[config.mk]
export PLATFORM = sky130hd
export DESIGN_NAME = fd_skid_buffer
export DESIGN_NICKNAME = d
export VERILOG_FILES = /design/src/rtl/fd_skid_buffer.sv
export SDC_FILE = /design/constraint.sdc
export NUM_CORES = 1
export LEC_CHECK = 0
export CAP_MARGIN = 5
export CORE_MARGIN = 2
export CORE_UTILIZATION = 53
export DETAILED_ROUTE_END_ITERATION = 7
export PLACE_DENSITY = 0.89
export SLEW_MARGIN = 20
export SYNTH_ARGS = -nofsm -noshare
export SYNTH_HDL_FRONTEND = slang
export SYNTH_SLANG_ARGS = --single-unit
export TNS_END_PERCENT = 50
[constraint.sdc]
create_clock -name clk -period 6.95 [get_ports clk]
set_clock_uncertainty 0.05 [all_clocks]
set_input_delay 1.0425 -clock clk [delete_from_list [all_inputs] [get_ports clk]]
set_output_delay 1.0425 -clock clk [all_outputs]
set_load 0.05 [all_outputs]
[src/rtl/fd_skid_buffer.sv]
// Two-entry fetch/decode skid buffer: registered MAIN (head) and SKID slots, flush and sync reset.
// Optional macro FD_SKID_BUFFER_STATS_EN adds a saturating flush_drop_cnt output.
module fd_skid_buffer #(
  parameter int                  INSTR_W   = 16,
  parameter int                  PC_W      = 32,
  parameter logic [INSTR_W-1:0]  NOP_INSTR = '0
) (
  input  logic               clk,
  input  logic               rst,
  input  logic               in_valid,
  output logic               in_ready,
  input  logic [INSTR_W-1:0] instr_in,
  input  logic [PC_W-1:0]    pc_in,
  input  logic               flush,
  output logic               out_valid,
  input  logic               out_ready,
  output logic [INSTR_W-1:0] instr_out,
  output logic [PC_W-1:0]    pc_out,
  output logic [1:0]         occupancy
`ifdef FD_SKID_BUFFER_STATS_EN
  ,
  output logic [15:0]        flush_drop_cnt
`endif
);

  // Encoding doubles as the occupancy count.
  typedef enum logic [1:0] {
    EMPTY = 2'd0,
    ONE   = 2'd1,
    TWO   = 2'd2
  } state_e;

  state_e             state_q, state_d;
  logic [INSTR_W-1:0] main_instr_q, main_instr_d;
  logic [PC_W-1:0]    main_pc_q, main_pc_d;
  logic [INSTR_W-1:0] skid_instr_q, skid_instr_d;
  logic [PC_W-1:0]    skid_pc_q, skid_pc_d;

  logic accept;
  logic take;

  assign accept = in_valid && in_ready;
  assign take   = out_valid && out_ready;

  // NOTE: all state, including the data slots, is cleared by reset so pc_out and SKID read 0 afterwards.
  always_ff @(posedge clk) begin
    if (rst) begin
      state_q      <= EMPTY;
      main_instr_q <= NOP_INSTR;
      main_pc_q    <= '0;
      skid_instr_q <= '0;
      skid_pc_q    <= '0;
    end else begin
      state_q      <= state_d;
      main_instr_q <= main_instr_d;
      main_pc_q    <= main_pc_d;
      skid_instr_q <= skid_instr_d;
      skid_pc_q    <= skid_pc_d;
    end
  end

  always_comb begin
    // NOTE: default assignment first so no path through the case leaves state_d unassigned (no latch).
    state_d = state_q;
    if (flush) begin
      state_d = EMPTY;
    end else begin
      case (state_q)
        EMPTY:   if (accept) state_d = ONE;
        ONE: begin
          if (accept && !take)      state_d = TWO;
          else if (!accept && take) state_d = EMPTY;
        end
        TWO:     if (take) state_d = ONE;
        default: state_d = EMPTY;
      endcase
    end
  end

  always_comb begin
    main_instr_d = main_instr_q;
    main_pc_d    = main_pc_q;
    skid_instr_d = skid_instr_q;
    skid_pc_d    = skid_pc_q;
    if (flush) begin
      main_instr_d = NOP_INSTR;
      main_pc_d    = '0;
      skid_instr_d = '0;
      skid_pc_d    = '0;
    end else begin
      case (state_q)
        EMPTY: begin
          if (accept) begin
            main_instr_d = instr_in;
            main_pc_d    = pc_in;
          end
        end
        ONE: begin
          if (accept && take) begin
            main_instr_d = instr_in;
            main_pc_d    = pc_in;
          end else if (accept) begin
            skid_instr_d = instr_in;
            skid_pc_d    = pc_in;
          end else if (take) begin
            // Draining to EMPTY shows NOP but keeps the last PC visible.
            main_instr_d = NOP_INSTR;
          end
        end
        TWO: begin
          if (take) begin
            main_instr_d = skid_instr_q;
            main_pc_d    = skid_pc_q;
          end
        end
        default: ;
      endcase
    end
  end

  always_comb begin
    out_valid = (state_q != EMPTY);
    in_ready  = (state_q != TWO) && !rst;
    occupancy = state_q;
    instr_out = main_instr_q;
    pc_out    = main_pc_q;
  end

`ifdef FD_SKID_BUFFER_STATS_EN
  logic [15:0] drop_cnt_q, drop_cnt_d;
  logic [16:0] drop_sum;

  always_comb begin
    drop_sum   = {1'b0, drop_cnt_q} + 17'(occupancy) + 17'(accept);
    drop_cnt_d = drop_cnt_q;
    if (flush) drop_cnt_d = drop_sum[16] ? 16'hFFFF : drop_sum[15:0];
  end

  always_ff @(posedge clk) begin
    if (rst) drop_cnt_q <= '0;
    else     drop_cnt_q <= drop_cnt_d;
  end

  assign flush_drop_cnt = drop_cnt_q;
`endif

endmodule

## Word level (Yosys, flattened, before mapping)

Index checks and enable logic that the tools add are counted.

- Register bits: 98
- Input bits: 53
- Output and inout bits: 52
- Logic and storage cells: 47

- Equal/unequal tests: 9
- Mux-type cells: 15
- Bitwise logic cells: 1
- Reduce and logical (&&, ||, !) cells: 17

Operators with widths:

| kind | count |
|---|---|
| $mux 32 | 3 |
| $pmux 32 s3 | 1 |
| $mux 16 | 5 |
| $pmux 16 s3 | 1 |
| $ne 3x3->1 const B | 3 |
| $mux 2 | 4 |
| $ne 2x2->1 const B | 4 |
| $logic_and 1x1->1 | 6 |
| $pmux 2 s3 | 1 |
| $reduce_and 3->1 | 2 |
| $reduce_and 5->1 | 1 |
| $reduce_and 4->1 | 1 |
| $logic_not 1->1 | 3 |
| $reduce_bool 3->1 | 1 |
| $eq 2x1->1 const B | 1 |
| $eq 2x2->1 const B | 1 |
| $logic_not 2->1 | 1 |
| $reduce_bool 2->1 | 1 |
| $reduce_or 2->1 | 1 |
| $not 1->1 | 1 |

## Longest topological paths before layout

Gate-level depths: netlist (run 1).

- Word-level depth: 8
- Gate-level depth with buffers: 11
- Depth with buffers taken out: 9

## Worst setup path before layout (run 1)

OpenSTA, ideal clock, no wires.

- Kind: flip-flop to output port
- Start point: reg state_q[0], in the netlist occupancy[0]
- End point: out in_ready
- Arrival time: 2,080 ps
- Required time: 5,858 ps
- Setup slack: 3,778 ps
- Stages on the path, launching flop included: 6
- Buffers on the path: 2
- Cell sequence: dfxtp_1 inv_1 ha_1 buf_6 buf_2 nor2_1

- Cells in the longest elaborated chain, start to end: 2

RTL lines:

| what | RTL line | source |
|---|---|---|
| from (decl) | 33 | `state_e state_q, state_d;` |
| from (signal assigned) | 54 | `state_q <= state_d;` |
| $ne 2x2->1 | 123 | `in_ready = (state_q != TWO) && !rst;` |
| $logic_and 1x1->1 | 123 |  |
| to (decl) | 11 | `output logic in_ready,` |

No other way between the ends.

## Worst setup path after layout (run 1)

Same ends and word-level chain as after synthesis.

==> results_dict.tcl, run 1 <==
set metrics [dict create \
    r2r_end "instr_out[15]" \
    setup_tns_ns 0 \
    core-area_mm2 0.00809 \
    fin_crit_ns 3.77 \
    powerDensity_mw_per_mm2 196 \
    critPathMaxFanout 39 \
    fin_nets 629 \
    first_global_vias 3696 \
    synth_top_area_share 0.450 \
    clock_path_buffers 2 \
    cp_slowest_cell "ha_2" \
    dr.pass1.iters 5 \
    switching_share 0.275 \
    hold_buffers 0 \
    fp.dieH_um 94.7 \
    pwr-share-comb 0.159 \
    hold_start "skid_instr_q[6]" \
    rows 33 \
    min_path_type "reg -> reg" \
    internal_power_w 0.000781 \
    worst-path-buf-inv 2 \
    crit_chain "inv_1, ha_2, nor2_1, clkdlybuf4s50_1" \
    pre_cts_slack_ns 2.93 \
    netlist_area_mm2 0.00436 \
    grt_max_degree 100 \
    cp.arrival_ns 2.68 \
    endpoint_kind "primary output" \
    synth.area.top_cells "dfxtp_1, a21oi_1, nand2_1" \
    grt_first_pass_wirelength_mm 16.9 \
    grt-ovfl-total 0 \
    cellLeakagePower_nw 1.74 \
    min_period_over_period 0.542 \
    final.setup.worst_slack_ns 3.18 \
    fin_hold_ws_ns 0.405 \
    fin_area_mm2 0.00549 \
    yosysTopAreaCell "dfxtp_1" \
    holdPathEnd "skid_instr_q[6]" \
    p_switching_w 0.000295 \
    worstSkewPairLatency_ns 0.35 \
    cts_resized 0 \
    rr_worst_depth 8 \
    report.final.slew_viol_count 0 \
    cts-htree-levels 3 \
    root_buffer "clkbuf_8" \
    synth_warnings 0 \
    clock.fmax_mhz 265 \
    vias 3919 \
    viasPerCell 5.76 \
    clk_transition_reported_paths_ns 0.09 \
    cts_setup_buffers 0 \
    synthDistinctLibCells 30 \
    post-route-drc-count 0 \
    post-dp-hpwl_mm 6.67 \
    drv_cap 0 \
    rr_startpoint "occupancy[0]" \
    avgSynthCellArea_um2 8.60 \
    wl_per_cell_um 15.4 \
    r2r_slack_ns 3.34 \
    setup_viol 0 \
    die-area_mm2 0.00897 \
    initial_core_util 0.539 \
    worst_pin_slew_ns 1.13 \
    syn2layout_area_growth_pct 25.9 \
    antenna_found_initial 0 \
    gp_congestion 0.829 \
    clock-sinks 98 \
    die_w_um 94.7 \
    synthCells 507 \
    cpLargestDelayFamily "adder cells" \
    hold_violations 0 \
    max_slew_margin 0.249 \
    postRouteAntennaNets 0 \
    rsz0062_at_grt "no" \
    ir_drop_uv 138 \
    routed_wl_mm 10.5 \
    ys_seq_elements 98 \
    seq_area_frac_synth 0.450 \
    hold_path_depth 2 \
    dpl_cell_area_mm2 0.00531 \
    worst_ep_required_time_ns 5.86 \
    track_usage 0.236 \
    max_stage_delay_ns 0.95 \
    p_clk_frac 0.304 \
    critPathLaunchType "register" \
    seq_power_share 0.537 \
    boundaryPins 105 \
    port_buffers 104 \
    cts_buffers 9 \
    layout-drive-gt1-share 0.0470 \
    final_util 0.678 \
    insertedDiodeCount 0 \
    critPathKind "reg -> out" \
    first_iter_violations 192 \
    synth_fp_nets 566 \
    outcome "finished, final reports clean" \
    cts_tree "built" \
]
synthesized netlist by cell type, drive strengths merged:
library cell	number
or3b	1
nor3	17
mux2	1
nand2	100
mux2i	32
or2	2
and2	3
ha	6
o31ai	32
a22oi	16
a21oi	82
nor2	3
nor3b	3
a211oi	17
inv	5
nand2b	3
clkbuf	34
buf	19
o21a	1
dfxtp	98
or4	32
power groups by stage:
stage                     sequential [W]  combinational [W]  clock (W)
after global placement          0.000591           0.000166          0
final                           0.000578           0.000171   0.000327
after floorplan                 0.000623          0.0000712          0
after CTS                       0.000578           0.000171   0.000331
after detailed placement        0.000591           0.000170          0
after global routing            0.000579           0.000183   0.000357
kinds of logic after synthesis:
| kind of cell | Yosys count | share of synthesized area |
|---|---|---|
| and+or+nand+nor | 164 | 0.186 |
| buffers and inverters | 58 | 0.0611 |
| adders and majority gates | 6 | 0.0172 |
| AOI/OAI and AO/OA | 148 | 0.210 |
| DFF | 98 | 0.450 |
| muxes | 33 | 0.0761 |
worst register-to-register path: cells and delay by family, from the launching register on:
family / cells / cell delay [ns]
simple gates: 3 / 0.94
flops: 1 / 0.35
compound gates: 2 / 0.75
buf+inv: 1 / 0.11
fa+ha+maj: 2 / 1.27
cell type report:
class,count,area (µm²)
repair buffers,105,1050
inverters,5,18.8
clock inverters,4,27.5
well taps,105,131
fillers,682,2610
flip-flops and latches,98,1960
multi-input cells,351,2150
clock buffers,12,145
layer usage:
layer	up-vias	share of wire	global-route usage
met1	1840	0.43	0.298
li1	1952	-	-
met5	-	0	0
met2	114	0.49	0.399
met3	13	0.062	0.0630
met4	0	0.011	0.0640
metrics by stage:
step | std cells | total power [W]
5_1_grt | 680 | 0.00112
4_1_cts | 680 | 0.00108
2_1_floorplan | 507 | 0.000694
3_5_place_dp | 664 | 0.000761
6_report | 680 | 0.00108
3_3_place_gp | 664 | 0.000757
sequential cells by signal (all words and copies together) (netlist names):
register      cells
instr_out        16
occupancy         2
skid_instr_q     16
pc_out           32
skid_pc_q        32
cell usage in the layout (no fill, tap or decap), drive strengths merged, types with 2 or more instances in the layout:
cell type      count
clkinvlp           3
a21oi             82
a211oi            17
o31ai             32
dfxtp             98
clkbuf            12
or4               32
or2                2
nor3              17
nand2b             3
a22oi             16
nor3b              3
clkdlybuf4s50    104
nand2            100
nor2               3
ha                 6
mux2i             32
inv                5
and2               3
worst max-delay path by stage:
stage / startpoint / endpoint / cells after the start
after detailed placement: in_valid / instr_out[6] / 7
after global routing: occupancy[0] / in_ready / 4
after global placement: in_valid / instr_out[14] / 7
final: occupancy[0] / in_ready / 4
after floorplan: occupancy[0] / in_ready / 5
after CTS: occupancy[0] / instr_out[15] / 8
Power figures use the tool's default switching activity.
==> run 2, diff against run 1 <==
--- a/config.mk
+++ b/config.mk
@@ -7,9 +7,9 @@
 export LEC_CHECK = 0
 export CAP_MARGIN = 5
 export CORE_MARGIN = 2
-export CORE_UTILIZATION = 53
+export CORE_UTILIZATION = 50
 export DETAILED_ROUTE_END_ITERATION = 7
-export PLACE_DENSITY = 0.89
+export PLACE_DENSITY = 0.84
 export SLEW_MARGIN = 20
 export SYNTH_ARGS = -nofsm -noshare
 export SYNTH_HDL_FRONTEND = slang
==> constraint.sdc (replaced) <==
create_clock -name clk -period 3.67 [get_ports clk]
set_clock_uncertainty 0.05 [all_clocks]
set_input_delay 0.5505 -clock clk [delete_from_list [all_inputs] [get_ports clk]]
set_output_delay 0.5505 -clock clk [all_outputs]
set_load 0.05 [all_outputs]
==> run 2 against run 1 <==
Effect of this change:
- flip-flop and latch count unchanged
- sequential power up 89%
- combinational power up 90%
- highest routed layer unchanged
- largest cell class unchanged
- count of clock-buffer cells in the layout stayed put
- non-clock buffer count up 10
- wire length is 3.3% higher
==> results_dict.tcl, run 2 (synthesized netlist as in run 1, its figures left out) <==
set metrics [dict create \
    first_iter_violations 198 \
    hold_violations 0 \
    clk_transition_reported_paths_ns 0.08 \
    fin_crit_ns 2.86 \
    initial_core_util 0.507 \
    worstSkewPairLatency_ns 0.36 \
    endpoint_kind "primary output" \
    die_w_um 97.4 \
    gp_congestion 0.805 \
    first_global_vias 3894 \
    grt_max_degree 65 \
    max_stage_delay_ns 0.82 \
    cp_slowest_cell "clkdlybuf4s50_1" \
    final_common_cell "clkdlybuf4s50_1" \
    rows 34 \
    m1WireLength_mm 4.67 \
    pre_cts_slack_ns 0.759 \
    routed_wl_mm 10.8 \
    core-area_mm2 0.00859 \
    powerDensity_mw_per_mm2 379 \
    wl_met2_mm 5.26 \
    critPathMaxFanout 18 \
    worst_ep_required_time_ns 3.07 \
    cts_tree "built" \
    cpLargestDelayFamily "buffers and inverters" \
    outcome "finished, final reports clean" \
    worst_pin_slew_ns 0.631 \
    max_slew_margin 0.579 \
    viasPerCell 5.77 \
    track_usage 0.232 \
    seq_power_share 0.517 \
    setup_tns_ns 0 \
    final_cell_mix "clkdlybuf4s50_1, nand2_1, dfxtp_1" \
    antenna_found_initial 0 \
    p_clk_frac 0.329 \
    final.setup.worst_slack_ns 0.815 \
    port_buffers 104 \
    drv_cap 0 \
    finalNonFillerCells 691 \
    cts-htree-levels 3 \
    vias 3986 \
    worst-path-buf-inv 3 \
    setup_viol 0 \
    fin_area_mm2 0.00558 \
    dr.pass1.iters 5 \
    min_period_over_period 0.778 \
    cellLeakagePower_nw 1.81 \
    fin_hold_ws_ns 0.407 \
    cp.arrival_ns 2.25 \
    crit_chain "inv_1, ha_2, buf_4, nor2_1, clkdlybuf4s50_1" \
    insertedDiodeCount 0 \
    grt_first_pass_wirelength_mm 18.3 \
    hold_buffers 0 \
    postRouteAntennaNets 0 \
    cts_setup_buffers 0 \
    clock.fmax_mhz 350 \
    critPathKind "reg -> out" \
    wl_met3_um 687 \
    report.final.slew_viol_count 0 \
    post-route-drc-count 0 \
    grt-ovfl-total 0 \
    syn2layout_area_growth_pct 28.1 \
    internal_power_w 0.00156 \
    pwr-share-comb 0.154 \
    critPathLaunchType "register" \
    post-dp-hpwl_mm 7.19 \
    fin_nets 639 \
    cts_buffers 9 \
    layout-drive-gt1-share 0.0600 \
    cts_resized 0 \
    rsz0062_at_grt "no" \
    fp.dieH_um 97.4 \
    dp.cells 677 \
    ir_drop_uv 248 \
    min_path_type "reg -> reg" \
    top_layer "met4" \
    boundaryPins 105 \
    p_switching_w 0.000556 \
    clock-sinks 98 \
    switching_share 0.262 \
    root_buffer "clkbuf_8" \
    wl_per_cell_um 15.7 \
    clock_path_buffers 2 \
    die-area_mm2 0.00948 \
    dpl_cell_area_mm2 0.00539 \
]
==> run 2: worst paths after layout <==
| kind | from | to | slack (ns) | depth (start not counted) |
|---|---|---|---|---|
| max reg2reg | occupancy[0] | instr_out[8] | 1.10 | 9 |
| min | skid_pc_q[12] | skid_pc_q[12] | 0.41 | 2 |
| min reg2reg | skid_pc_q[12] | skid_pc_q[12] | 0.41 | 2 |
| max | occupancy[0] | in_ready | 0.81 | 5 |
==> run 2: power by group through the flow <==
stage | sequential, W | combinational [W] | clock, W
floorplan | 0.00118 | 0.000135 | 0
finish | 0.00109 | 0.000325 | 0.000698
CTS | 0.00109 | 0.000326 | 0.000708
global route | 0.00110 | 0.000351 | 0.000747
global placement | 0.00112 | 0.000318 | 0
detailed placement | 0.00112 | 0.000324 | 0
==> run 2: routing by layer <==
layer | global-route usage | up-vias
li1 | - | 1968
met1 | 0.291 | 1890
met2 | 0.384 | 107
met3 | 0.0683 | 21
met4 | 0.0780 | 0
met5 | 0 | -
==> run 2: final cells by class <==
| cell class | instances | area [µm²] |
|---|---|---|
| Clock buffer | 12 | 155 |
| Clock inverter | 2 | 37.5 |
| Fill cell | 704 | 3010 |
| Inverter | 5 | 18.8 |
| Multi-Input combinational cell | 351 | 2150 |
| Sequential cell | 98 | 1960 |
| Tap cell | 108 | 135 |
| Timing Repair Buffer | 115 | 1120 |
==> run 2: through the flow <==
stage | power [W] | util
2_1_floorplan | 0.00131 | -
3_3_place_gp | 0.00144 | 0.627
3_5_place_dp | 0.00144 | 0.627
4_1_cts | 0.00213 | 0.650
5_1_grt | 0.00220 | 0.650
6_report | 0.00212 | 0.650
==> run 2: worst register-to-register path: cells and delay by family (launching register included) <==
family,cells,cell delay [ns]
flops,1,0.40
compound gates,2,0.35
simple gates,3,0.90
fa+ha+maj,2,0.48
buf+inv,2,0.30
